--- src/rtl/id_stage.sv ---
// id_stage: registered RV decode stage with valid/ready handshakes, a RAW register scoreboard,
// registered JAL/JALR redirect, flush and illegal-instruction flagging. Define ID_MEXT_EN to decode the M extension.
package id_stage_pkg;
  typedef enum logic [4:0] {
    ALU_ADD, ALU_SUB, ALU_SLL, ALU_SLT, ALU_SLTU, ALU_XOR, ALU_SRL, ALU_SRA, ALU_OR, ALU_AND,
    ALU_MUL, ALU_MULH, ALU_MULHSU, ALU_MULHU, ALU_DIV, ALU_DIVU, ALU_REM, ALU_REMU
  } alu_op_e;

  localparam logic [6:0] OPC_OP_IMM = 7'b0010011;
  localparam logic [6:0] OPC_OP     = 7'b0110011;
  localparam logic [6:0] OPC_LUI    = 7'b0110111;
  localparam logic [6:0] OPC_AUIPC  = 7'b0010111;
  localparam logic [6:0] OPC_JAL    = 7'b1101111;
  localparam logic [6:0] OPC_JALR   = 7'b1100111;
  localparam logic [6:0] OPC_SYSTEM = 7'b1110011;
  localparam logic [31:0] INST_EBREAK = 32'h0010_0073;
endpackage

module id_stage
  import id_stage_pkg::*;
#(
  parameter int XLEN = 64,
  localparam int SHW = $clog2(XLEN)
) (
  input  logic            clk,
  input  logic            rst_n,
  input  logic            in_valid,
  output logic            in_ready,
  input  logic [31:0]     inst_i,
  input  logic [XLEN-1:0] pc_i,
  output logic [4:0]      rs1_o,
  output logic [4:0]      rs2_o,
  input  logic [XLEN-1:0] rs1val_i,
  input  logic [XLEN-1:0] rs2val_i,
  output logic            out_valid,
  input  logic            out_ready,
  output logic [XLEN-1:0] operand1_o,
  output logic [XLEN-1:0] operand2_o,
  output logic [4:0]      rd_o,
  output logic            rf_wen_o,
  output logic [4:0]      aluop_o,
  output logic [XLEN-1:0] pc_o,
  output logic            illegal_o,
  output logic            branch_o,
  output logic [XLEN-1:0] new_pc_o,
  input  logic            flush_i,
  input  logic            wb_valid_i,
  input  logic [4:0]      wb_rd_i,
  output logic            exit_o
);
  localparam bit RV64 = (XLEN == 64);

  logic [6:0] opcode;
  logic [2:0] funct3;
  logic [6:0] funct7;
  logic [4:0] rs1, rs2, rd_f;
  logic [XLEN-1:0] imm_i, imm_u, imm_j, shamt_imm, shamt_reg;
  logic shamt_hi_ok;

  assign opcode = inst_i[6:0];
  assign rd_f   = inst_i[11:7];
  assign funct3 = inst_i[14:12];
  assign rs1    = inst_i[19:15];
  assign rs2    = inst_i[24:20];
  assign funct7 = inst_i[31:25];
  assign rs1_o  = rs1;
  assign rs2_o  = rs2;

  assign imm_i     = XLEN'(signed'(inst_i[31:20]));
  assign imm_u     = XLEN'(signed'({inst_i[31:12], 12'b0}));
  assign imm_j     = XLEN'(signed'({inst_i[31], inst_i[19:12], inst_i[20], inst_i[30:21], 1'b0}));
  assign shamt_imm = XLEN'(inst_i[20 +: SHW]);
  assign shamt_reg = XLEN'(rs2val_i[SHW-1:0]);
  // On RV32 the immediate shift amount has only five bits, so inst[25] must be clear.
  assign shamt_hi_ok = RV64 || !inst_i[25];

  logic [XLEN-1:0] dec_op1, dec_op2, dec_target;
  alu_op_e         dec_alu;
  logic            dec_wr, dec_wen, dec_ill, use_rs1, use_rs2, is_jump, is_ebreak;
  logic [4:0]      dec_rd;

  // NOTE: every signal gets a default at the top of the block, so no path can infer a latch.
  always_comb begin
    dec_op1    = '0;
    dec_op2    = '0;
    dec_target = '0;
    dec_alu    = ALU_ADD;
    dec_wr     = 1'b0;
    dec_ill    = 1'b0;
    use_rs1    = 1'b0;
    use_rs2    = 1'b0;
    is_jump    = 1'b0;
    is_ebreak  = 1'b0;
    case (opcode)
      OPC_OP_IMM: begin
        use_rs1 = 1'b1;
        dec_wr  = 1'b1;
        dec_op1 = rs1val_i;
        dec_op2 = imm_i;
        case (funct3)
          3'b000: dec_alu = ALU_ADD;
          3'b010: dec_alu = ALU_SLT;
          3'b011: dec_alu = ALU_SLTU;
          3'b100: dec_alu = ALU_XOR;
          3'b110: dec_alu = ALU_OR;
          3'b111: dec_alu = ALU_AND;
          3'b001: begin
            dec_alu = ALU_SLL;
            dec_op2 = shamt_imm;
            dec_ill = !(inst_i[31:26] == 6'b000000 && shamt_hi_ok);
          end
          default: begin
            dec_op2 = shamt_imm;
            if (inst_i[31:26] == 6'b000000)      dec_alu = ALU_SRL;
            else if (inst_i[31:26] == 6'b010000) dec_alu = ALU_SRA;
            else                                 dec_ill = 1'b1;
            if (!shamt_hi_ok) dec_ill = 1'b1;
          end
        endcase
      end
      OPC_OP: begin
        use_rs1 = 1'b1;
        use_rs2 = 1'b1;
        dec_wr  = 1'b1;
        dec_op1 = rs1val_i;
        dec_op2 = rs2val_i;
        case (funct7)
          7'b0000000: begin
            case (funct3)
              3'b000: dec_alu = ALU_ADD;
              3'b001: begin dec_alu = ALU_SLL; dec_op2 = shamt_reg; end
              3'b010: dec_alu = ALU_SLT;
              3'b011: dec_alu = ALU_SLTU;
              3'b100: dec_alu = ALU_XOR;
              3'b101: begin dec_alu = ALU_SRL; dec_op2 = shamt_reg; end
              3'b110: dec_alu = ALU_OR;
              default: dec_alu = ALU_AND;
            endcase
          end
          7'b0100000: begin
            if (funct3 == 3'b000)      dec_alu = ALU_SUB;
            else if (funct3 == 3'b101) begin dec_alu = ALU_SRA; dec_op2 = shamt_reg; end
            else                       dec_ill = 1'b1;
          end
`ifdef ID_MEXT_EN
          7'b0000001: begin
            case (funct3)
              3'b000: dec_alu = ALU_MUL;
              3'b001: dec_alu = ALU_MULH;
              3'b010: dec_alu = ALU_MULHSU;
              3'b011: dec_alu = ALU_MULHU;
              3'b100: dec_alu = ALU_DIV;
              3'b101: dec_alu = ALU_DIVU;
              3'b110: dec_alu = ALU_REM;
              default: dec_alu = ALU_REMU;
            endcase
          end
`endif
          default: dec_ill = 1'b1;
        endcase
      end
      OPC_LUI: begin
        dec_wr  = 1'b1;
        dec_op1 = imm_u;
      end
      OPC_AUIPC: begin
        dec_wr  = 1'b1;
        dec_op1 = pc_i;
        dec_op2 = imm_u;
      end
      OPC_JAL: begin
        dec_wr     = 1'b1;
        is_jump    = 1'b1;
        dec_op1    = pc_i;
        dec_op2    = XLEN'(4);
        dec_target = pc_i + imm_j;
      end
      OPC_JALR: begin
        use_rs1    = 1'b1;
        dec_wr     = 1'b1;
        dec_op1    = pc_i;
        dec_op2    = XLEN'(4);
        dec_target = (rs1val_i + imm_i) & ~XLEN'(1);
        if (funct3 == 3'b000) is_jump = 1'b1;
        else                  dec_ill = 1'b1;
      end
      OPC_SYSTEM: begin
        if (inst_i == INST_EBREAK) is_ebreak = 1'b1;
        else                       dec_ill   = 1'b1;
      end
      default: dec_ill = 1'b1;
    endcase
    if (dec_ill) begin
      dec_wr  = 1'b0;
      dec_alu = ALU_ADD;
    end
  end

  // Writes to x0 are dropped here so rd_o/rf_wen_o never advertise x0 downstream.
  assign dec_wen = dec_wr && (rd_f != 5'd0);
  assign dec_rd  = dec_wen ? rd_f : 5'd0;

  logic [31:0] busy, busy_next;
  logic        pend_wr, hit_rs1, hit_rs2, hit_rd, hazard, issue, out_fire;

  assign pend_wr  = out_valid && rf_wen_o;
  assign hit_rs1  = use_rs1 && (rs1 != 5'd0) && (busy[rs1] || (pend_wr && rd_o == rs1));
  assign hit_rs2  = use_rs2 && (rs2 != 5'd0) && (busy[rs2] || (pend_wr && rd_o == rs2));
  assign hit_rd   = dec_wen && (busy[rd_f] || (pend_wr && rd_o == rd_f));
  assign hazard   = hit_rs1 || hit_rs2 || hit_rd;
  assign in_ready = (!out_valid || out_ready) && !hazard && !branch_o && !flush_i;
  assign issue    = in_valid && in_ready;
  assign out_fire = out_valid && out_ready;

  // Set is applied after clear so a same-cycle set of the same register wins.
  always_comb begin
    busy_next = busy;
    if (wb_valid_i && wb_rd_i != 5'd0) busy_next[wb_rd_i] = 1'b0;
    if (out_fire && rf_wen_o && rd_o != 5'd0) busy_next[rd_o] = 1'b1;
    busy_next[0] = 1'b0;
  end

  // NOTE: state is updated only with non-blocking assignments so every register samples pre-edge values.
  always_ff @(posedge clk) begin
    if (!rst_n) begin
      out_valid  <= 1'b0;
      operand1_o <= '0;
      operand2_o <= '0;
      rd_o       <= '0;
      rf_wen_o   <= 1'b0;
      aluop_o    <= ALU_ADD;
      pc_o       <= '0;
      illegal_o  <= 1'b0;
      branch_o   <= 1'b0;
      new_pc_o   <= '0;
      exit_o     <= 1'b0;
      busy       <= '0;
    end else begin
      busy     <= busy_next;
      branch_o <= issue && is_jump;
      if (flush_i)        out_valid <= 1'b0;
      else if (issue)     out_valid <= 1'b1;
      else if (out_ready) out_valid <= 1'b0;
      if (issue) begin
        operand1_o <= dec_op1;
        operand2_o <= dec_op2;
        rd_o       <= dec_rd;
        rf_wen_o   <= dec_wen;
        aluop_o    <= dec_alu;
        pc_o       <= pc_i;
        illegal_o  <= dec_ill;
        if (is_jump)   new_pc_o <= dec_target;
        if (is_ebreak) exit_o   <= 1'b1;
      end
    end
  end
endmodule

--- config.mk ---
export PLATFORM = sky130hd
export DESIGN_NAME = id_stage
export DESIGN_NICKNAME = d
export VERILOG_FILES = /design/src/rtl/id_stage.sv
export SDC_FILE = /design/constraint.sdc
export NUM_CORES = 1
export LEC_CHECK = 0
export ABC_AREA = 1
export ABC_CLOCK_PERIOD_IN_PS = 3100
export BUFFER_PORTS_ARGS = -buffer_cell sky130_fd_sc_hd__buf_2
export CELL_PAD_IN_SITES_DETAIL_PLACEMENT = 1
export CELL_PAD_IN_SITES_GLOBAL_PLACEMENT = 1
export CORE_MARGIN = 3
export CORE_UTILIZATION = 30
export CTS_CLUSTER_SIZE = 24
export DETAILED_ROUTE_END_ITERATION = 16
export MAX_ROUTING_LAYER = met4
export PLACE_DENSITY_LB_ADDON = 0.12
export RECOVER_POWER = 25
export SLEW_MARGIN = 20
export SYNTH_ARGS = -nofsm -noshare
export SYNTH_HDL_FRONTEND = slang
export SYNTH_SLANG_ARGS = --single-unit
--- constraint.sdc ---
create_clock -name clk -period 3.1 [get_ports clk]
set_input_delay 0.155 -clock clk [delete_from_list [all_inputs] [get_ports clk]]
set_output_delay 0.155 -clock clk [all_outputs]
set_load 0.05 [all_outputs]
==> metrics.yaml, run 1 <==
synthesis:
  synth_area_sq_mm: 0.0243
  yosysTopAreaCell: "dfxtp_1"
  synthCells: 4197
  synth-edff-count: 0
  yosysSeqAreaShare: 0.248
  syn_avg_cell_area_sq_um: 5.79
  synth.top_cell.area_share: 0.248
  async_flop_share: 0
  synth-seq-cells: 301
  yosysWarnings: 0
  synth_flop_cell: "dfxtp_1"
  synth_area_leaders: "dfxtp_1 25%, nand2_1 21%, a21oi_1 9.4%, nor2_1 7.2%, inv_1 6.9%"
  synthesis.nets: 4558
  synth_cell_type_count: 52
floorplan:
  fp-row-count: 103
  start_util: 0.305
  die_area_sq_mm: 0.0844
  coreArea_sq_mm: 0.0796
  io_pins: 517
  die_w_um: 291
  die-height_um: 291
timing:
  rsz0062_at_grt: "no"
  worstMarginPinSlew_ns: 0.935
  min_period_ns: 2.91
  setup_slack_ns: 0.194
  finalHoldViolations: 0
  fmax_mhz: 344
  slew_viol_final: 0
  clock-skew-final_ns: 0.0343
  fin_setup_tns_ns: 0
  finalCritPeriodShare: 0.938
  setup_viol: 0
  maxSlewHeadroom: 0.376
global_routing:
  grt_pass1_vias: 30400
  grt_usage: 0.310
  grt-ovfl-total: 0
  grt_pass1_wl_um: 195000
  antenna_found_initial: 17
  grt_start_max_net_pins: 108
critical_path:
  cp_max_fo: 24
  rrSetupSlack_ns: 0.38
  cp-start-kind: "input pin"
  critPathSlowestCell: "dlygate4sd3_1"
  cp_data_arrival_time_ns: 3.38
  ff2ff_path_depth: 11
  reg2reg_from: "rd_o[1]"
  crit_chain: "dlygate4sd3_1, buf_2, nor2_1, nand3_1, nor2_1, nand3_1, nand2_1, nand3_2, nor2_4, nand2_2, nand4_4, buf_6, nand2_1, nand2_1, nor2_1, dlygate4sd3_1"
  max_stage_delay_ns: 0.57
  required_ns: 3.58
  r2r_end: "operand2_o[24]"
  crit_type: "input pin to flip-flop"
  endpoint_kind: "flip-flop"
placement:
  io_buffers: 515
  finalWeightedCongestion: 0.983
  placed_area_sq_mm: 0.0284
  hpwl_um: 109000
  dp_worst_setup_slack_ns: 0.0801
cells_and_area:
  final_common_cell: "nand2_1"
  area_growth_syn_to_layout_pct: 27.4
  final_cell_mix: "1,356 x nand2_1, 460 x nor2_1, 457 x a21oi_1"
  stdcell_area_sq_mm: 0.0309
  final_nets: 5192
  final_layout_size_suffix_gt1_frac: 0.123
routing:
  drtPass1Iterations: 7
  wirelength_um: 134000
  vias_per_cell: 5.16
  drcViolationCount: 0
  antenna_left: 0
  drt_iter0_markers: 1829
  wl_per_cell_um: 22.6
  vias: 30500
worst_hold_path:
  min_path_type: "input pin to flip-flop"
  min_to: "operand1_o[26]"
  min_delay_path_depth: 5
  min-delay-start: "rs1val_i[26]"
power_and_ir_drop:
  p_leak_nw: 14.1
  p_per_area_mw_per_mm2: 386
  max-vdd-ir-drop_mv: 0.330
clock_network:
  clock-sinks: 301
  cts_tree: "done"
  cts_buffer_depth: 3
  htreeDepth: 2
  post_cts_buffers: 0
  clkTransAtPathRegs_ns: 0.06
  numCtsBuffers: 39
  cts-root-buf: "clkbuf_16"
  insertion_delay_ns: 0.61
status:
  status: "complete, no violations"
job:
  max_cap_viol_count: 0
-- worst max-delay path by stage --
stage / start / to / depth (start not counted)
3_3_place_gp: inst_i[31] / new_pc_o[30] / 14
3_5_place_dp: inst_i[31] / new_pc_o[30] / 14
2_1_floorplan: rd_o[4] / new_pc_o[52] / 14
4_1_cts: inst_i[12] / out_valid / 16
6_report: inst_i[12] / out_valid / 16
5_1_grt: inst_i[10] / out_valid / 18
-- flip-flops by register name, indices dropped and copies added (netlist names) --
| name | cells |
|---|---|
| aluop_o | 4 |
| branch_o | 1 |
| busy | 31 |
| exit_o | 1 |
| illegal_o | 1 |
| new_pc_o | 64 |
| operand1_o | 64 |
| operand2_o | 64 |
| out_valid | 1 |
| pc_o | 64 |
| rd_o | 5 |
| rf_wen_o | 1 |
-- cell usage after synthesis, drive strengths merged, types with 17 or more instances --
cell and n:
nand2 1358, nor2 469, inv 460, a21oi 457, dfxtp 301, nand3 292, o21ai 256, ha 124
buf 88, clkbuf 82, a22oi 52, nor3 52, nand4 34, o211ai 25, o21bai 18, or2 17
-- timing repair --
action | 4_1_cts | 5_1_grt
endpoints found under the setup margin | 0 | 1
endpoints found under the hold margin | 144 | 0
hold buffers | 133 | 0
resized for setup | 0 | 2
-- per-stage QoR --
stage	total power [W]	hold slack, ns	cells	utilization
after global placement	0.00714	0.396	5707	0.357
final	0.0119	0.0266	5925	0.389
after CTS	0.0120	0.00157	5909	0.390
after detailed placement	0.00715	0.391	5707	0.357
after global routing	0.0125	0.0236	5923	0.389
after floorplan	0.00589	0.227	4197	-
-- worst max-delay path, delay by kind of cell --
kind,cells,cell delay [ns]
and+or+nand+nor,12,1.65
buffers and inverters,4,1.56
-- final cells by class --
class / instances / area [sq um]
sequential: 301 / 6030
clock inverter: 16 / 178
tap: 1050 / 1310
multi-input combinational: 3263 / 15700
antenna: 16 / 40.0
inverter: 463 / 1750
clock buffer: 53 / 1130
fill: 10900 / 48700
timing repair buffer: 763 / 4790
-- power by group --
group	total [W]	internal (W)	switching [W]
logic	0.00330	0.00102	0.00228
registers	0.00395	0.00392	0.0000267
clock network	0.00469	0.00267	0.00202
total	0.0119	0.00762	0.00432
-- cell families after synthesis --
kind of cell               count (synthesis)  synth area share
adders and majority gates                126            0.0655
xor gates and xnor gates                  18           0.00649
buffers and inverters                    633             0.107
DFF                                      301             0.248
other                                      1          0.000154
AOI/OAI and AO/OA                        870             0.196
and+or+nand+nor                         2248             0.377
-- metal layers --
metal | wire, um | GRT usage | share of wire
met1 | 53700 | 0.353 | 0.40
met2 | 66000 | 0.540 | 0.49
met3 | 6870 | 0.0406 | 0.051
met5 | 0 | - | 0
met4 | 7180 | 0.144 | 0.054
Power figures use the tool's default switching activity.
==> run 2: changes to the inputs <==
--- a/config.mk
+++ b/config.mk
@@ -5,7 +5,6 @@
 export SDC_FILE = /design/constraint.sdc
 export NUM_CORES = 1
 export LEC_CHECK = 0
-export ABC_AREA = 1
 export ABC_CLOCK_PERIOD_IN_PS = 3100
 export BUFFER_PORTS_ARGS = -buffer_cell sky130_fd_sc_hd__buf_2
 export CELL_PAD_IN_SITES_DETAIL_PLACEMENT = 1
==> run 2 against run 1 <==
Compared with the run above:
- clock power rose by 5.8%
- die area down 10%
- global-route usage decreased by 0.95 points
- critical endpoint is now new_pc_o[63]
- the run now ends with negative setup slack left
- critical path depth decreased by 3
- largest power group unchanged
- highest routed layer unchanged
- critical path type is now flip-flop to flip-flop
- total power up 16%
==> metrics.yaml, run 2 <==
status:
  violations: "negative setup slack"
  status: "finished with violations"  # was complete, no violations
global_routing:
  grt_usage: 0.301  # was 0.310
  grt_start_max_net_pins: 126  # was 108
  grt_pass1_wl_um: 170000  # was 195,000 um
  grt_pass1_vias: 27500  # was 30,400
  antenna_found_initial: 5  # was 17
  grt-ovfl-total: 0  # unchanged
timing:
  finalHoldViolations: 0  # unchanged
  slew_viol_final: 0  # unchanged
  setup_viol: 51  # was 0
  setup_slack_ns: -0.0526  # was 0.194 ns
  min_period_ns: 3.15  # was 2.91 ns
  clock-skew-final_ns: 0.0174  # was 0.0343 ns
  fin_setup_tns_ns: -0.973  # was 0 ns
  maxSlewHeadroom: 0.181  # was 0.376
  fmax_mhz: 317  # was 344 MHz
  rsz0062_at_grt: "yes"  # was no
  whs_ns: 0.00848  # was 0.0266 ns
  finalCritPeriodShare: 1.02  # was 0.938
  worstMarginPinSlew_ns: 1.23  # was 0.935 ns
floorplan:
  fp-row-count: 98  # was 103
  die_w_um: 275  # was 291 um
  die_area_sq_mm: 0.0758  # was 0.0844 sq mm
  start_util: 0.303  # was 0.305
  die-height_um: 275  # was 291 um
  coreArea_sq_mm: 0.0717  # was 0.0796 sq mm
  io_pins: 517  # unchanged
critical_path:
  required_ns: 3.58  # about the same
  path_delay_family: "simple AND/OR/NAND/NOR gates"  # unchanged
  max_stage_delay_ns: 0.47  # was 0.57 ns
  cp_max_fo: 5  # was 24
  crit_buf_inv: 4  # unchanged
  cp-start-kind: "flip-flop"  # was input pin
  r2r_end: "new_pc_o[63]"  # was operand2_o[24]
  cp_data_arrival_time_ns: 3.63  # was 3.38 ns
  crit_type: "flip-flop to flip-flop"  # was input pin to flip-flop
  rrSetupSlack_ns: -0.05  # was 0.38 ns
  crit_top_cell: "mux4_2"
  ff2ff_path_depth: 13  # was 11
  crit_chain: "mux4_2, mux2i_2, mux4_2, a21oi_2, or4_1, and3b_2, buf_4, and2_4, buf_12, clkbuf_16, buf_6, o21ai_2, o221a_2"  # was dlygate4sd3_1, buf_2, nor2_1, nand3_1, nor2_1, nand3_1, nand2_1, nand3_2, nor2_4, nand2_2, nand4_4, buf_6, nand2_1, nand2_1, nor2_1, dlygate4sd3_1
  reg2reg_from: "busy[13]"  # was rd_o[1]
  endpoint_kind: "flip-flop"  # unchanged
  cp.depth: 13  # was 16
  critPathSlowestCell: "mux4_2"  # was dlygate4sd3_1
synthesis:
  synthCells: 2748  # was 4,197
  synthesis.nets: 3109  # was 4,558
  yosysTopAreaCell: "dfxtp_1"  # unchanged
  synth_flop_cell: "dfxtp_1"  # unchanged
  synth.top_cell.area_share: 0.277  # was 0.248
  yosysWarnings: 0  # unchanged
  synth-edff-count: 0  # unchanged
  async_flop_share: 0  # unchanged
  synth_cell_type_count: 80  # was 52
  synth_area_leaders: "dfxtp_1 28%, nand2_1 7.7%, ha_1 7.1%, o211a_1 5.4%, a21oi_1 5.2%"  # was dfxtp_1 25%, nand2_1 21%, a21oi_1 9.4%, nor2_1 7.2%, inv_1 6.9%
  synth_area_sq_mm: 0.0218  # was 0.0243 sq mm
  syn_avg_cell_area_sq_um: 7.92  # was 5.79 sq um
  yosysMostFrequentCell: "nand2_1"  # unchanged
  synth_common_cells: "449 x nand2_1, 301 x dfxtp_1, 224 x a21oi_1"  # was 1,357 x nand2_1, 463 x nor2_1, 457 x a21oi_1
  synth-seq-cells: 301  # unchanged
  yosysSeqAreaShare: 0.277  # was 0.248
clock_network:
  cts_tree: "done"  # unchanged
  clkTransAtPathRegs_ns: 0.06  # about the same
  insertion_delay_ns: 0.59  # was 0.61 ns
  cts-root-buf: "clkbuf_16"  # unchanged
  htreeDepth: 2  # unchanged
  cts_buffer_depth: 3  # unchanged
  clock-sinks: 301  # unchanged
  numCtsBuffers: 41  # was 39
routing:
  vias_per_cell: 5.47  # was 5.16
  drtPass1Iterations: 9  # was 7
  vias: 26600  # was 30,500
  drcViolationCount: 0  # unchanged
  drt_iter0_markers: 1512  # was 1,829
  wl_per_cell_um: 24.7  # was 22.6 um
  wirelength_um: 120000  # was 134,000 um
  antenna_left: 0  # unchanged
placement:
  hpwl_um: 90600  # was 109,000 um
  dp_worst_setup_slack_ns: -0.971  # was 0.0801 ns
  io_buffers: 515  # unchanged
  finalWeightedCongestion: 0.947  # was 0.983
power_and_ir_drop:
  pwr-share-comb: 0.344  # was 0.277
  max-vdd-ir-drop_mv: 0.363  # was 0.330 mV
  intPower_w: 0.00886  # was 0.00762 W
  swShare: 0.358  # was 0.362
  p_seq_frac: 0.296  # was 0.331
  p_leak_nw: 16.2  # was 14.1 nW
  p_sw_w: 0.00494  # was 0.00432 W
  p_per_area_mw_per_mm2: 409  # was 386 mW/mm^2
  p_clk_frac: 0.360  # was 0.393
worst_hold_path:
  min_delay_path_depth: 3  # was 5
  min_path_type: "input pin to flip-flop"  # unchanged
  min_to: "operand1_o[11]"  # was operand1_o[26]
  min-delay-start: "rs1val_i[11]"  # was rs1val_i[26]
cells_and_area:
  final_common_cell: "buf_4"  # was nand2_1
  fin_util: 0.471  # was 0.389
  final_layout_size_suffix_gt1_frac: 0.351  # was 0.123
  final_nets: 4246  # was 5,192
  area_growth_syn_to_layout_pct: 55.1  # was 27.4%
  final_cell_mix: "575 x buf_4, 509 x buf_2, 434 x nand2_1"  # was 1,356 x nand2_1, 460 x nor2_1, 457 x a21oi_1
job:
  max_cap_viol_count: 0  # unchanged
-- run 2: changes by cell type after synthesis, sizes merged, moves of 53 or more --
| cell | change |
|---|---|
| xnor2 | +58 |
| o211a | +117 |
| xor2 | +53 |
| a21oi | -233 |
| a221oi | +80 |
| nor2 | -334 |
| nand2 | -908 |
| o21ai | -101 |
| nand3 | -228 |
| a21boi | +123 |
| inv | -419 |
| clkbuf | +77 |
-- run 2: cells by family (layout without fill, tap and decap cells) --
logic type	after synthesis	count (layout)	share of synthesized area
fa+ha+maj	126	126	0.0731
compound gates	983	983	0.320
flops	301	301	0.277
mux	52	52	0.0383
other cells	1	6	0.000172
simple gates	885	885	0.187
xor+xnor	129	129	0.0519
buf+inv	271	1441	0.0527
-- run 2: worst max path at each step --
stage                     startpoint       endpoint  slack, ns
after global routing        busy[10]  operand2_o[6]      -0.14
after CTS                   busy[13]       in_ready      -0.01
after floorplan           inst_i[20]   new_pc_o[62]      -0.06
after global placement    inst_i[13]   new_pc_o[56]      -0.92
final                       busy[13]   new_pc_o[63]      -0.05
after detailed placement    pc_i[17]   new_pc_o[56]      -0.97
-- run 2: metal layers --
| layer | vias to the layer above | routed length (um) | GRT usage |
|---|---|---|---|
| met2 | 723 | 60400 | 0.533 |
| met4 | 0 | 3580 | 0.0874 |
| met5 | - | 0 | - |
| met1 | 13300 | 50500 | 0.353 |
| li1 | 12500 | - | - |
| met3 | 176 | 6040 | 0.0418 |
-- run 2: power by group through the flow --
stage	registers, W	logic (W)	clock network (W)
global route	0.00410	0.00508	0.00523
detailed placement	0.00416	0.00433	0
floorplan	0.00463	0.00186	0
global placement	0.00416	0.00427	0
finish	0.00408	0.00475	0.00496
CTS	0.00408	0.00452	0.00508
-- run 2: stage by stage --
| stage | power (W) | instances | instance area, sq um |
|---|---|---|---|
| after floorplan | 0.00649 | 2748 | 21800 |
| after global placement | 0.00843 | 4592 | 29500 |
| after detailed placement | 0.00849 | 4592 | 29500 |
| after CTS | 0.0137 | 4828 | 32500 |
| after global routing | 0.0144 | 4873 | 33800 |
| final | 0.0138 | 4873 | 33800 |
-- run 2: final cells by class --
class,count,area (sq um)
inverter,41,154
clock inverter,15,191
multi-input combinational,2176,15100
tap,950,1190
clock buffer,61,1190
fill,8670,38000
timing repair buffer,1324,9830
sequential,301,6040
antenna,5,12.5
-- run 2: tightest hold or removal path: cells and delay by family --
family	cells	cell delay, ns
compound gates	1	0.09
buf+inv	1	0.16
simple gates	1	0.14
-- run 2: timing repair --
item                                    4_1_cts  5_1_grt
endpoints found under the setup margin       20      200
cloned                                        0       14
pin swaps                                     1       28
hold buffers                                160        0
hold endpoints to repair                    169        0
gates resized for setup                      21      192
buffers inserted                              0       31
